===== src/rtl/ahb_dm_slave.sv =====
// ahb_dm_slave
// AHB-lite slave for the data-memory region. Accepts single writes and
// pipelined reads from the CPU data-memory master and drives a single-port
// synchronous SRAM macro. Every transfer gets a configurable number of wait
// states. A misaligned access gets a two-cycle ERROR response and never
// touches the SRAM.
//
// Parameters:
//   ADDR_WORDS_BITS  SRAM word-address width (word index = HADDR[ADDR_WORDS_BITS+1:2])
//   WAIT_STATES      extra data-phase cycles per transfer (0..7)
//
// Ports:
//   HCLK       in   bus clock, rising edge
//   rst        in   asynchronous active-high reset
//   HSEL       in   slave select
//   HTRANS     in   transfer type (IDLE/BUSY/NONSEQ/SEQ)
//   HADDR      in   address-phase address
//   HWRITE     in   1 = write
//   HWDATA     in   write data (data phase)
//   HREADY     in   global bus ready
//   HREADYOUT  out  slave ready, low stretches the data phase
//   HRESP      out  00 OKAY, 01 ERROR
//   HRDATA     out  read data, non-zero only in the last cycle of a read
//   SRAM_CS    out  SRAM chip select
//   SRAM_WE    out  SRAM write enable (qualified by SRAM_CS)
//   SRAM_A     out  SRAM word address
//   SRAM_DI    out  SRAM write data
//   SRAM_DO    in   SRAM read data, one cycle after the read strobe

module ahb_dm_slave #(
    parameter int ADDR_WORDS_BITS = 14,
    parameter int WAIT_STATES     = 1
) (
    input  logic                       HCLK,
    input  logic                       rst,
    input  logic                       HSEL,
    input  logic [1:0]                 HTRANS,
    input  logic [31:0]                HADDR,
    input  logic                       HWRITE,
    input  logic [31:0]                HWDATA,
    input  logic                       HREADY,
    output logic                       HREADYOUT,
    output logic [1:0]                 HRESP,
    output logic [31:0]                HRDATA,
    output logic                       SRAM_CS,
    output logic                       SRAM_WE,
    output logic [ADDR_WORDS_BITS-1:0] SRAM_A,
    output logic [31:0]                SRAM_DI,
    input  logic [31:0]                SRAM_DO
);

    typedef enum logic [2:0] {
        ST_IDLE,
        ST_WAIT,
        ST_LAST,
        ST_ERR1,
        ST_ERR2
    } state_t;

    // A read always needs at least one wait cycle, because the SRAM returns
    // data one cycle after the strobe, and the strobe must come before LAST.
    localparam logic [2:0] WR_LOAD = 3'(WAIT_STATES);
    localparam logic [2:0] RD_LOAD = (WAIT_STATES == 0) ? 3'd1 : 3'(WAIT_STATES);

    state_t                     state;
    logic [2:0]                 cnt;
    logic [ADDR_WORDS_BITS-1:0] idx;
    logic                       wr;

    logic accept;
    logic misaligned;
    logic rd_strobe;
    logic wr_strobe;

    // Address bits above the SRAM index select the region and are decoded
    // upstream, so this block deliberately ignores them.
    logic unused_addr_bits;
    assign unused_addr_bits = ^HADDR[31:ADDR_WORDS_BITS+2];

    // A new address phase is taken only while the slave itself is ready, so
    // a transfer is never accepted while a WAIT or ERR1 cycle is in progress.
    assign accept = HSEL && HTRANS[1] && HREADY &&
                    ((state == ST_IDLE) || (state == ST_LAST) || (state == ST_ERR2));
    assign misaligned = (HADDR[1:0] != 2'b00);

    // Transfer sequencing. IDLE, LAST and ERR2 behave the same way: each
    // starts a new data phase on accept, otherwise the slave drops to IDLE.
    // WAIT counts the remaining wait cycles down to LAST.
    always_ff @(posedge HCLK or posedge rst) begin
        if (rst) begin
            state <= ST_IDLE;
            cnt   <= 3'd0;
            idx   <= '0;
            wr    <= 1'b0;
        end else begin
            case (state)
                ST_IDLE, ST_LAST, ST_ERR2: begin
                    if (accept) begin
                        idx <= HADDR[ADDR_WORDS_BITS+1:2];
                        wr  <= HWRITE;
                        if (misaligned) begin
                            state <= ST_ERR1;
                            cnt   <= 3'd0;
                        end else if (HWRITE) begin
                            if (WR_LOAD == 3'd0) begin
                                state <= ST_LAST;
                                cnt   <= 3'd0;
                            end else begin
                                state <= ST_WAIT;
                                cnt   <= WR_LOAD;
                            end
                        end else begin
                            state <= ST_WAIT;
                            cnt   <= RD_LOAD;
                        end
                    end else begin
                        state <= ST_IDLE;
                    end
                end
                ST_WAIT: begin
                    cnt <= cnt - 3'd1;
                    if (cnt == 3'd1) begin
                        state <= ST_LAST;
                    end
                end
                ST_ERR1: begin
                    state <= ST_ERR2;
                end
                default: begin
                    state <= ST_IDLE;
                end
            endcase
        end
    end

    // The read strobe fires in the final WAIT cycle so that SRAM_DO is valid
    // in LAST. The write strobe fires in LAST, where HWDATA is guaranteed
    // valid, which also puts it ahead of any pipelined read of the same word.
    assign rd_strobe = (state == ST_WAIT) && !wr && (cnt == 3'd1);
    assign wr_strobe = (state == ST_LAST) && wr;

    // Bus response and SRAM controls decoded from state and latched fields.
    always_comb begin
        HREADYOUT = !((state == ST_WAIT) || (state == ST_ERR1));
        HRESP     = ((state == ST_ERR1) || (state == ST_ERR2)) ? 2'b01 : 2'b00;
        HRDATA    = ((state == ST_LAST) && !wr) ? SRAM_DO : 32'd0;
        SRAM_CS   = rd_strobe || wr_strobe;
        SRAM_WE   = wr_strobe;
        SRAM_A    = (rd_strobe || wr_strobe) ? idx : '0;
        SRAM_DI   = wr_strobe ? HWDATA : 32'd0;
    end

endmodule


===== config.mk =====
export PLATFORM = sky130hd
export DESIGN_NAME = ahb_dm_slave
export DESIGN_NICKNAME = d
export VERILOG_FILES = /design/src/rtl/ahb_dm_slave.sv
export SDC_FILE = /design/constraint.sdc
export NUM_CORES = 1
export LEC_CHECK = 0
export BUFFER_PORTS_ARGS = -buffer_cell sky130_fd_sc_hd__buf_2
export CORE_AREA = 2 2 71 73
export DETAILED_ROUTE_END_ITERATION = 8
export DIE_AREA = 0 0 73 75
export GPL_ROUTABILITY_DRIVEN = 0
export PLACE_DENSITY = 0.89
export SYNTH_ARGS = -nofsm -noshare
export SYNTH_HDL_FRONTEND = slang
export SYNTH_SLANG_ARGS = --single-unit

===== constraint.sdc =====
create_clock -name HCLK -period 4.1 [get_ports HCLK]
set_input_delay 0.205 -clock HCLK [delete_from_list [all_inputs] [get_ports HCLK]]
set_output_delay 0.205 -clock HCLK [all_outputs]
set_load 0.05 [all_outputs]

==> reports/metrics.csv, run 1 <==
metric,value,unit
critical-path cell list,nor4_4 -> and2_1 -> buf_2,
setup skew after layout,0.00810,ns
setup violators final,0,
Max Cap Viol,0,
CTS resizes,0,
Initial Util,33.3,%
post-synthesis average cell area,9.58,um^2
hpwl dp,4180,um
post-route setup TNS,0,ns
area grow syn2layout,57.7,%
Worst EP required,3.89,ns
placed cell areas,2400,um^2
Post CTS Setup Buffer Count,0,
"EDFF count, synth",0,
Synth Net Count,267,
Synth Register Bits,21,
DR iter-0 viols,30,
status,finished clean,
worst-margin pin slew,1.16,ns
Pins Over Slew Limit,0,
fin crit share,61.0,%
met3 usage,5.62,%
Via Count,1710,
hold-fix buffers at CTS,0,
Gate Count Post-Synth,162,
met1 Use GR,18.6,%
crit end category,primary output,
Crit path max-delay family,simple AND/OR/NAND/NOR gates,
Max rail drop VDD,0.288,mV
initial antenna violation count,2,
Yosys warnings,0,
Crit-path slowest cell,nor4_4,
cts bufs inserted,3,
# port buffers,167,
CTS tree,built,
largest net degree at the start of global routing,34,
Slew headroom,22.9,%
Synth cell types,31,
Antenna Cells,0,
Die Y-Extent,75,um
final hold viol count,0,
Vias/cell,4.56,
DR pass1 iterations,4,
# IOs,186,
drt wl/cell,13.5,um
P per Cell Area,591,nW/um^2
fillcell total,446,
Most used DFF post-synth,dfrtp_1,
Worst-path clk slew,0.09,ns
clk sinks,21,
Post-synth ARST share,100,%
Antenna Nets Post-Route,0,
Chip Width,73,um
die area,5480,um^2
remaining global-route overflow,0,
worst skew pair latency,0.26,ns
final wirelength,5070,um
Peak Freq,400,MHz
Bufs and invs on worst path,1,
grt met2 use,28.3,%
critical path's largest stage delay,0.87,ns
vias in the first global route,1438,
busiest grt layer,met2,
"Cell Area, Synth",1550,um^2
worst endpoint data arrival time,2.29,ns
"Max FO, Critical Path",32,
Core Area,4660,um^2
Final nets,427,
CP Class,flop to primary output,
sequential cell area fraction in the yosys report,33.8,%
post-route design area,2450,um^2
fin crit period,2.50,ns
Longest Clk Path Bufs,2,
CTS H-tree depth,1,
share of layout cells above drive strength 1,59.2,%
leakage,0.00148,uW
clk root buf,clkbuf_8,
floorplan row count,25,
first-pass GRT wire length,6720,um
total track usage,15.7,%
# DRC,0,
crit path launch type,flop,
min-delay worst type,primary input to asynchronous set/reset pin,
RSZ-0062 raised after global routing,no,
synthesized netlist by cell type, drive strengths merged, types with 2 or more instances:
library cell	instances	area, um^2
dfrtp	21	526
nand2	2	7.51
and2	65	407
or2	2	12.5
o211ai	2	15.0
nor3b	15	113
clkbuf	8	30.0
nor2	3	11.3
inv	5	18.8
o21ai	3	15.0
buf	4	35.0
nor4	2	18.8
a21oi	2	10.0
mux2	15	203
ha	2	25.0
cells in the final DEF, fill, tap and decap left out, types with 2 or more instances in the layout:
cell type	instances
clkbuf_8	3
o211ai_1	2
nor3b_1	15
nand2_1	2
ha_1	2
mux2_2	6
nor2_1	3
o21ai_0	3
inv_1	5
buf_2	167
mux2_4	9
a21oi_1	2
and2_1	65
dfrtp_1	21
cell type report:
| type | count | area, um^2 | share of cell area (%) |
|---|---|---|---|
| clock buffer | 3 | 41.3 | 1.69 |
| clock inverter | 1 | 7.51 | 0.307 |
| inverter | 5 | 18.8 | 0.766 |
| multi-input combinational | 124 | 952 | 38.9 |
| sequential | 21 | 526 | 21.5 |
| tap | 54 | 67.6 | 2.76 |
| timing repair buffer | 167 | 836 | 34.1 |
through the flow:
stage          hold slack (ns)  util, %  instances  power (uW)  worst slack [ns]
2_1_floorplan            0.182        -        162        1100              1.69
3_3_place_gp             0.399     51.5        371        1290              1.76
3_5_place_dp             0.414     51.5        371        1310              1.74
4_1_cts                  0.121     52.5        375        1460              1.54
5_1_grt                  0.157     52.5        375        1530              1.36
6_report                0.0828     52.5        375        1450              1.60
cell families (layout without fill, tap and decap cells):
family,after synthesis,after routing,share of synthesized area [%]
AND/OR/NAND/NOR,95,95,41.3
flip-flops,21,21,33.8
buffers and inverters,17,176,5.40
multiplexers,15,15,13.1
AO/OA/AOI/OAI,11,11,4.59
adder cells (fa/ha/maj),2,2,1.61
other,1,1,0.242
state kept, by name (all words and copies together), names as in the netlist:
name / flops
cnt: 3
state: 3
wr: 1
idx: 14
metal layers:
| metal | vias up | routed length (um) |
|---|---|---|
| met5 | - | 34 |
| met3 | 6 | 444 |
| met2 | 82 | 2620 |
| li1 | 845 | - |
| met4 | 4 | 15 |
| met1 | 773 | 1960 |
where the power goes:
group / leakage [uW] / switching [uW] / internal [uW]
sequential: 0.000254 / 79.3 / 297
combinational: 0.00120 / 627 / 304
clock: 0.0000217 / 70.7 / 68.6
path summary, 6_finish.rpt:
kind / depth (start not counted) / endpoint / slack [ns] / from
setup / recovery: 3 / HRDATA[4] / 1.60 / state[2]
hold / removal: 2 / idx[4] / 0.08 / rst
min in group HCLK: 2 / idx[10] / 0.17 / HADDR[12]
max in group asynchronous: 2 / state[2] / 3.51 / rst
hold reg to reg: 1 / idx[4] / 0.51 / idx[4]
setup reg to reg: 3 / idx[11] / 1.75 / state[2]
Power figures use the tool's default switching activity.
==> run 2: changes to the inputs <==
Settings changed: CORE_AREA 2 2 71 73 to default, CORE_UTILIZATION from default to 30, DIE_AREA 0 0 73 75 to default, PLACE_DENSITY 0.89 to 0.85.
Clock period 4.1 ns to 2.1 ns, I/O delays scaled along.
==> reports/metrics.csv, run 2 (synthesis results as in run 1) <==
metric,value,unit
Via Count,1700,
initial antenna violation count,0,
multi-input gate area in the final layout,975,um^2
Peak Freq,512,MHz
hold-fix buffers at CTS,0,
met3 usage,2.98,%
crit end category,primary output,
min-delay worst type,primary input to asynchronous set/reset pin,
vias in the first global route,1398,
Crit-path slowest cell,and4bb_4,
status,finished with violations,
Max Cap Viol,0,
biggest regs,"idx (14), cnt (3), state (3)",
worst endpoint data arrival time,1.85,ns
Bufs and invs on worst path,2,
# DRC,0,
"Max FO, Critical Path",33,
Crit path max-delay family,simple AND/OR/NAND/NOR gates,
max reg flops,14,
most frequent cells in the layout,"167 x buf_2, 65 x and2_1, 21 x dfrtp_1",
Chip Width,73.9,um
worst-margin pin slew,0.813,ns
first-pass GRT wire length,6420,um
# IOs,186,
P per Cell Area,1140,nW/um^2
length in cells of the worst reg-to-reg path,4,
RSZ-0062 raised after global routing,no,
leakage,0.00150,uW
CP Class,flop to primary output,
remaining global-route overflow,0,
Worst EP required,2.00,ns
Vias/cell,4.35,
fillcell total,465,
die area,5470,um^2
total track usage,15.0,%
post-placement cell count,387,
CTS H-tree depth,1,
failing checks,negative hold slack,
post-layout util,51.8,%
hpwl dp,3790,um
"commonest non-fill, non-tap cell in the layout",buf_2,
setup skew after layout,0.00305,ns
# port buffers,167,
Core Area,4850,um^2
Reg-to-Reg Start,state[0],
Pwr Total,2870,uW
clk root buf,clkbuf_8,
final wirelength,4690,um
critical-path cell list,buf_4 -> and4bb_4 -> and2_1 -> buf_2,
register area,526,um^2
Die Y-Extent,73.9,um
final hold viol count,21,
setup violators final,0,
Post CTS Setup Buffer Count,0,
WHS,-0.0102,ns
fin crit share,93.1,%
Initial Util,32.0,%
Pins Over Slew Limit,0,
cts bufs inserted,3,
worst setup path endpoint,SRAM_DI[19],
Longest Clk Path Bufs,2,
share of layout cells above drive strength 1,60.8,%
Antenna Nets Post-Route,0,
floorplan row count,25,
register name with the most flops,idx,
DR pass1 iterations,2,
drt wl/cell,12.0,um
met1 Use GR,17.6,%
crit path launch type,flop,
Antenna Cells,0,
largest net degree at the start of global routing,34,
final non-filler cell total,391,
Final nets,430,
Slew headroom,45.7,%
DR iter-0 viols,16,
clk sinks,21,
critical path's largest stage delay,0.53,ns
post-route setup TNS,0,ns
reg-to-reg endpoint,idx[7],
worst skew pair latency,0.26,ns
CP Launch Point,state[2],
Max rail drop VDD,0.497,mV
Worst-path clk slew,0.08,ns
grt met2 use,28.9,%
CTS tree,built,
FF-to-FF setup slack,0.27,ns
Crit. path cell count,4,
fin crit period,1.95,ns
busiest grt layer,met2,
area grow syn2layout,61.9,%
## run 2: cell count changes in the layout (fill, tap and decap cells not counted)
cell | previous run | this run
nor2b_1 | 1 | 0
nor3b_2 | 0 | 1
or2_1 | 1 | 0
nor3b_1 | 15 | 14
nor2b_2 | 0 | 1
buf_6 | 0 | 1
a21oi_4 | 0 | 1
a21oi_1 | 2 | 1
buf_4 | 0 | 2
or2_2 | 1 | 2
and4bb_4 | 0 | 1
and4bb_2 | 1 | 0
## run 2: timing repair
| action | in CTS | in global routing |
|---|---|---|
| endpoints found under the hold margin | 0 | 0 |
| setup endpoints to repair | 15 | 57 |
| gates resized for setup | 1 | 6 |
## run 2: report_power, final
group          internal [uW]  total (uW)  switching, uW
Sequential               580         708            127
Combinational            633        1900           1260
Clock                    134         269            135
Total                   1350        2870           1530
## run 2: cell type report
| cell class | count | area share, % |
|---|---|---|
| multi-input cells | 124 | 38.8 |
| repair buffers | 170 | 34.3 |
| flip-flops and latches | 21 | 20.9 |
| well taps | 67 | 3.33 |
| clock buffers | 3 | 1.64 |
| inverters | 5 | 0.747 |
| clock inverters | 1 | 0.299 |
## run 2: worst register-to-register path, stage by stage (launching register included)
cell	delay (ns)
dfrtp_1	0.47
buf_4	0.18
nand4b_4	0.18
or2_2	0.52
mux2_4	0.37
## run 2: worst min-delay path by stage
stage	cells after the start	slack [ns]	endpoint
after floorplan	1	0.08	cnt[0]
after global routing	2	0.06	idx[13]
after detailed placement	2	0.31	idx[12]
final	2	-0.01	idx[6]
after CTS	2	0.01	idx[12]
after global placement	2	0.29	idx[6]
## run 2: routing by layer
layer  up-vias  wire (um)
li1        854          -
met3         2        308
met4         0         13
met5         -          0
met1       777       1830
met2        67       2530
## run 2: per-stage QoR
step / worst slack, ns / instance area, um^2
2_1_floorplan: -0.213 / 1550
3_3_place_gp: 0.0462 / 2440
3_5_place_dp: 0.0266 / 2440
4_1_cts: 0.0295 / 2490
5_1_grt: 0.00472 / 2510
6_report: 0.146 / 2510
==> run 3: changes to the inputs <==
==> constraint.sdc (replaced) <==
create_clock -name HCLK -period 2.1 [get_ports HCLK]
set_input_delay 0.315 -clock HCLK [delete_from_list [all_inputs] [get_ports HCLK]]
set_output_delay 0.315 -clock HCLK [all_outputs]
set_load 0.05 [all_outputs]
==> reports/metrics.csv, run 3 (synthesis results as in run 1) <==
metric,value,unit
area grow syn2layout,72.7,%
crit end category,primary output,
Die Y-Extent,73.9,um
Pins Over Slew Limit,0,
floorplan row count,25,
DR pass1 iterations,4,
Pwr Total,3010,uW
Chip Width,73.9,um
sw frac,51.6,%
Max Cap Viol,0,
# IOs,186,
DR iter-0 viols,22,
post-route setup TNS,0,ns
reported net switching power,1550,uW
Sequential Power Share,24.0,%
grt met2 use,28.9,%
remaining global-route overflow,0,
fin crit share,96.8,%
Worst-path clk slew,0.07,ns
die area,5470,um^2
worst skew pair latency,0.25,ns
# DRC,0,
share of layout cells above drive strength 1,63.9,%
Vias/cell,4.38,
setup violators final,0,
vias in the first global route,1492,
final wirelength,5120,um
leakage,0.00151,uW
"Max FO, Critical Path",15,
FF-to-FF setup slack,0.19,ns
largest net degree at the start of global routing,34,
CTS tree,built,
Worst EP required,1.78,ns
initial antenna violation count,2,
reg-to-reg endpoint,idx[12],
cts bufs inserted,3,
clock power share,8.6,%
P per Cell Area,1120,nW/um^2
worst endpoint data arrival time,1.72,ns
Slew headroom,43.2,%
most frequent cells in the layout,"131 x buf_2, 65 x and2_1, 20 x clkbuf_4",
hpwl dp,4020,um
busiest grt layer,met2,
Peak Freq,492,MHz
post-layout util,55.3,%
clk sinks,21,
CTS H-tree depth,1,
Reg-to-Reg Start,state[2],
Longest Clk Path Bufs,2,
worst setup path endpoint,SRAM_A[7],
Int Power,1460,uW
Post CTS Setup Buffer Count,0,
clk root buf,clkbuf_8,
fin crit period,2.03,ns
Max rail drop VDD,0.560,mV
status,finished clean,
met1 Use GR,20.2,%
biggest regs,"idx (14), cnt (3), state (3)",
worst-margin pin slew,0.852,ns
register name with the most flops,idx,
crit path launch type,flop,
Core Area,4850,um^2
Via Count,1716,
Comb pwr share,67.4,%
Final nets,430,
length in cells of the worst reg-to-reg path,3,
RSZ-0062 raised after global routing,yes,
Antenna Nets Post-Route,0,
first-pass GRT wire length,6760,um
min-delay worst type,primary input to asynchronous set/reset pin,
CP Class,flop to primary output,
met3 usage,3.79,%
CP Launch Point,cnt[1],
# port buffers,167,
"commonest non-fill, non-tap cell in the layout",buf_2,
setup skew after layout,0.00161,ns
fillcell total,432,
Initial Util,32.0,%
drt wl/cell,13.1,um
max reg flops,14,
final hold viol count,0,
total track usage,16.3,%
-- run 3: cell count changes in the layout (fill, tap and decap cells not counted), moves of 2 or more --
cell	delta
buf_4	+10
nor3b_1	-9
dfrtp_2	+2
buf_6	+5
nor3b_2	+9
buf_2	-36
clkbuf_4	+20
dfrtp_1	-2
-- run 3: stage by stage --
| step | hold slack (ns) | setup WS (ns) | instance area, um^2 | std cells |
|---|---|---|---|---|
| floorplan | 0.292 | -0.423 | 1560 | 162 |
| global placement | 0.479 | 0.172 | 2460 | 387 |
| detailed placement | 0.485 | 0.158 | 2460 | 387 |
| CTS | 0.246 | 0.000292 | 2520 | 391 |
| global route | 0.277 | -0.0677 | 2680 | 392 |
| finish | 0.217 | 0.0665 | 2680 | 392 |
-- run 3: routing by layer --
metal | wire length, um | vias up
li1 | - | 855
met1 | 2120 | 776
met2 | 2610 | 77
met3 | 360 | 6
met4 | 21 | 2
met5 | 13 | -
-- run 3: layout make-up --
class / count / area (um^2) / area share [%]
sequential: 21 / 528 / 19.7
timing repair buffer: 170 / 983 / 36.7
antenna: 1 / 2.50 / 0.0933
multi-input combinational: 124 / 1020 / 38.0
inverter: 5 / 18.8 / 0.700
clock buffer: 4 / 45.0 / 1.68
tap: 67 / 83.8 / 3.13
-- run 3: worst min-delay path by stage --
stage / startpoint / depth (start not counted) / to
2_1_floorplan: rst / 1 / cnt[0]
3_3_place_gp: idx[0] / 1 / idx[0]
3_5_place_dp: idx[8] / 1 / idx[8]
4_1_cts: rst / 2 / idx[9]
5_1_grt: HADDR[9] / 2 / idx[7]
6_report: rst / 2 / idx[11]
-- run 3: what timing repair did --
action                                  4_1_cts  5_1_grt
hold buffers                                  0        0
pin swaps                                     0        0
endpoints found under the setup margin       48       78
resized for setup                             7       62
-- run 3: critical path, stage by stage (launching register included) --
cell and delay [ns]:
dfrtp_1 0.40, inv_2 0.07, ha_1 0.15, nor2b_4 0.16, a21oi_1 0.08, buf_6 0.17, nor3b_1 0.20, buf_4 0.23
-- run 3: power groups by stage --
stage          Combinational (uW)  Clock (uW)  Sequential, uW
3_5_place_dp                 1890           0             719
6_report                     2030         260             722
4_1_cts                      1910         266             716
5_1_grt                      2150         282             750
3_3_place_gp                 1860           0             706
2_1_floorplan                1490           0             667
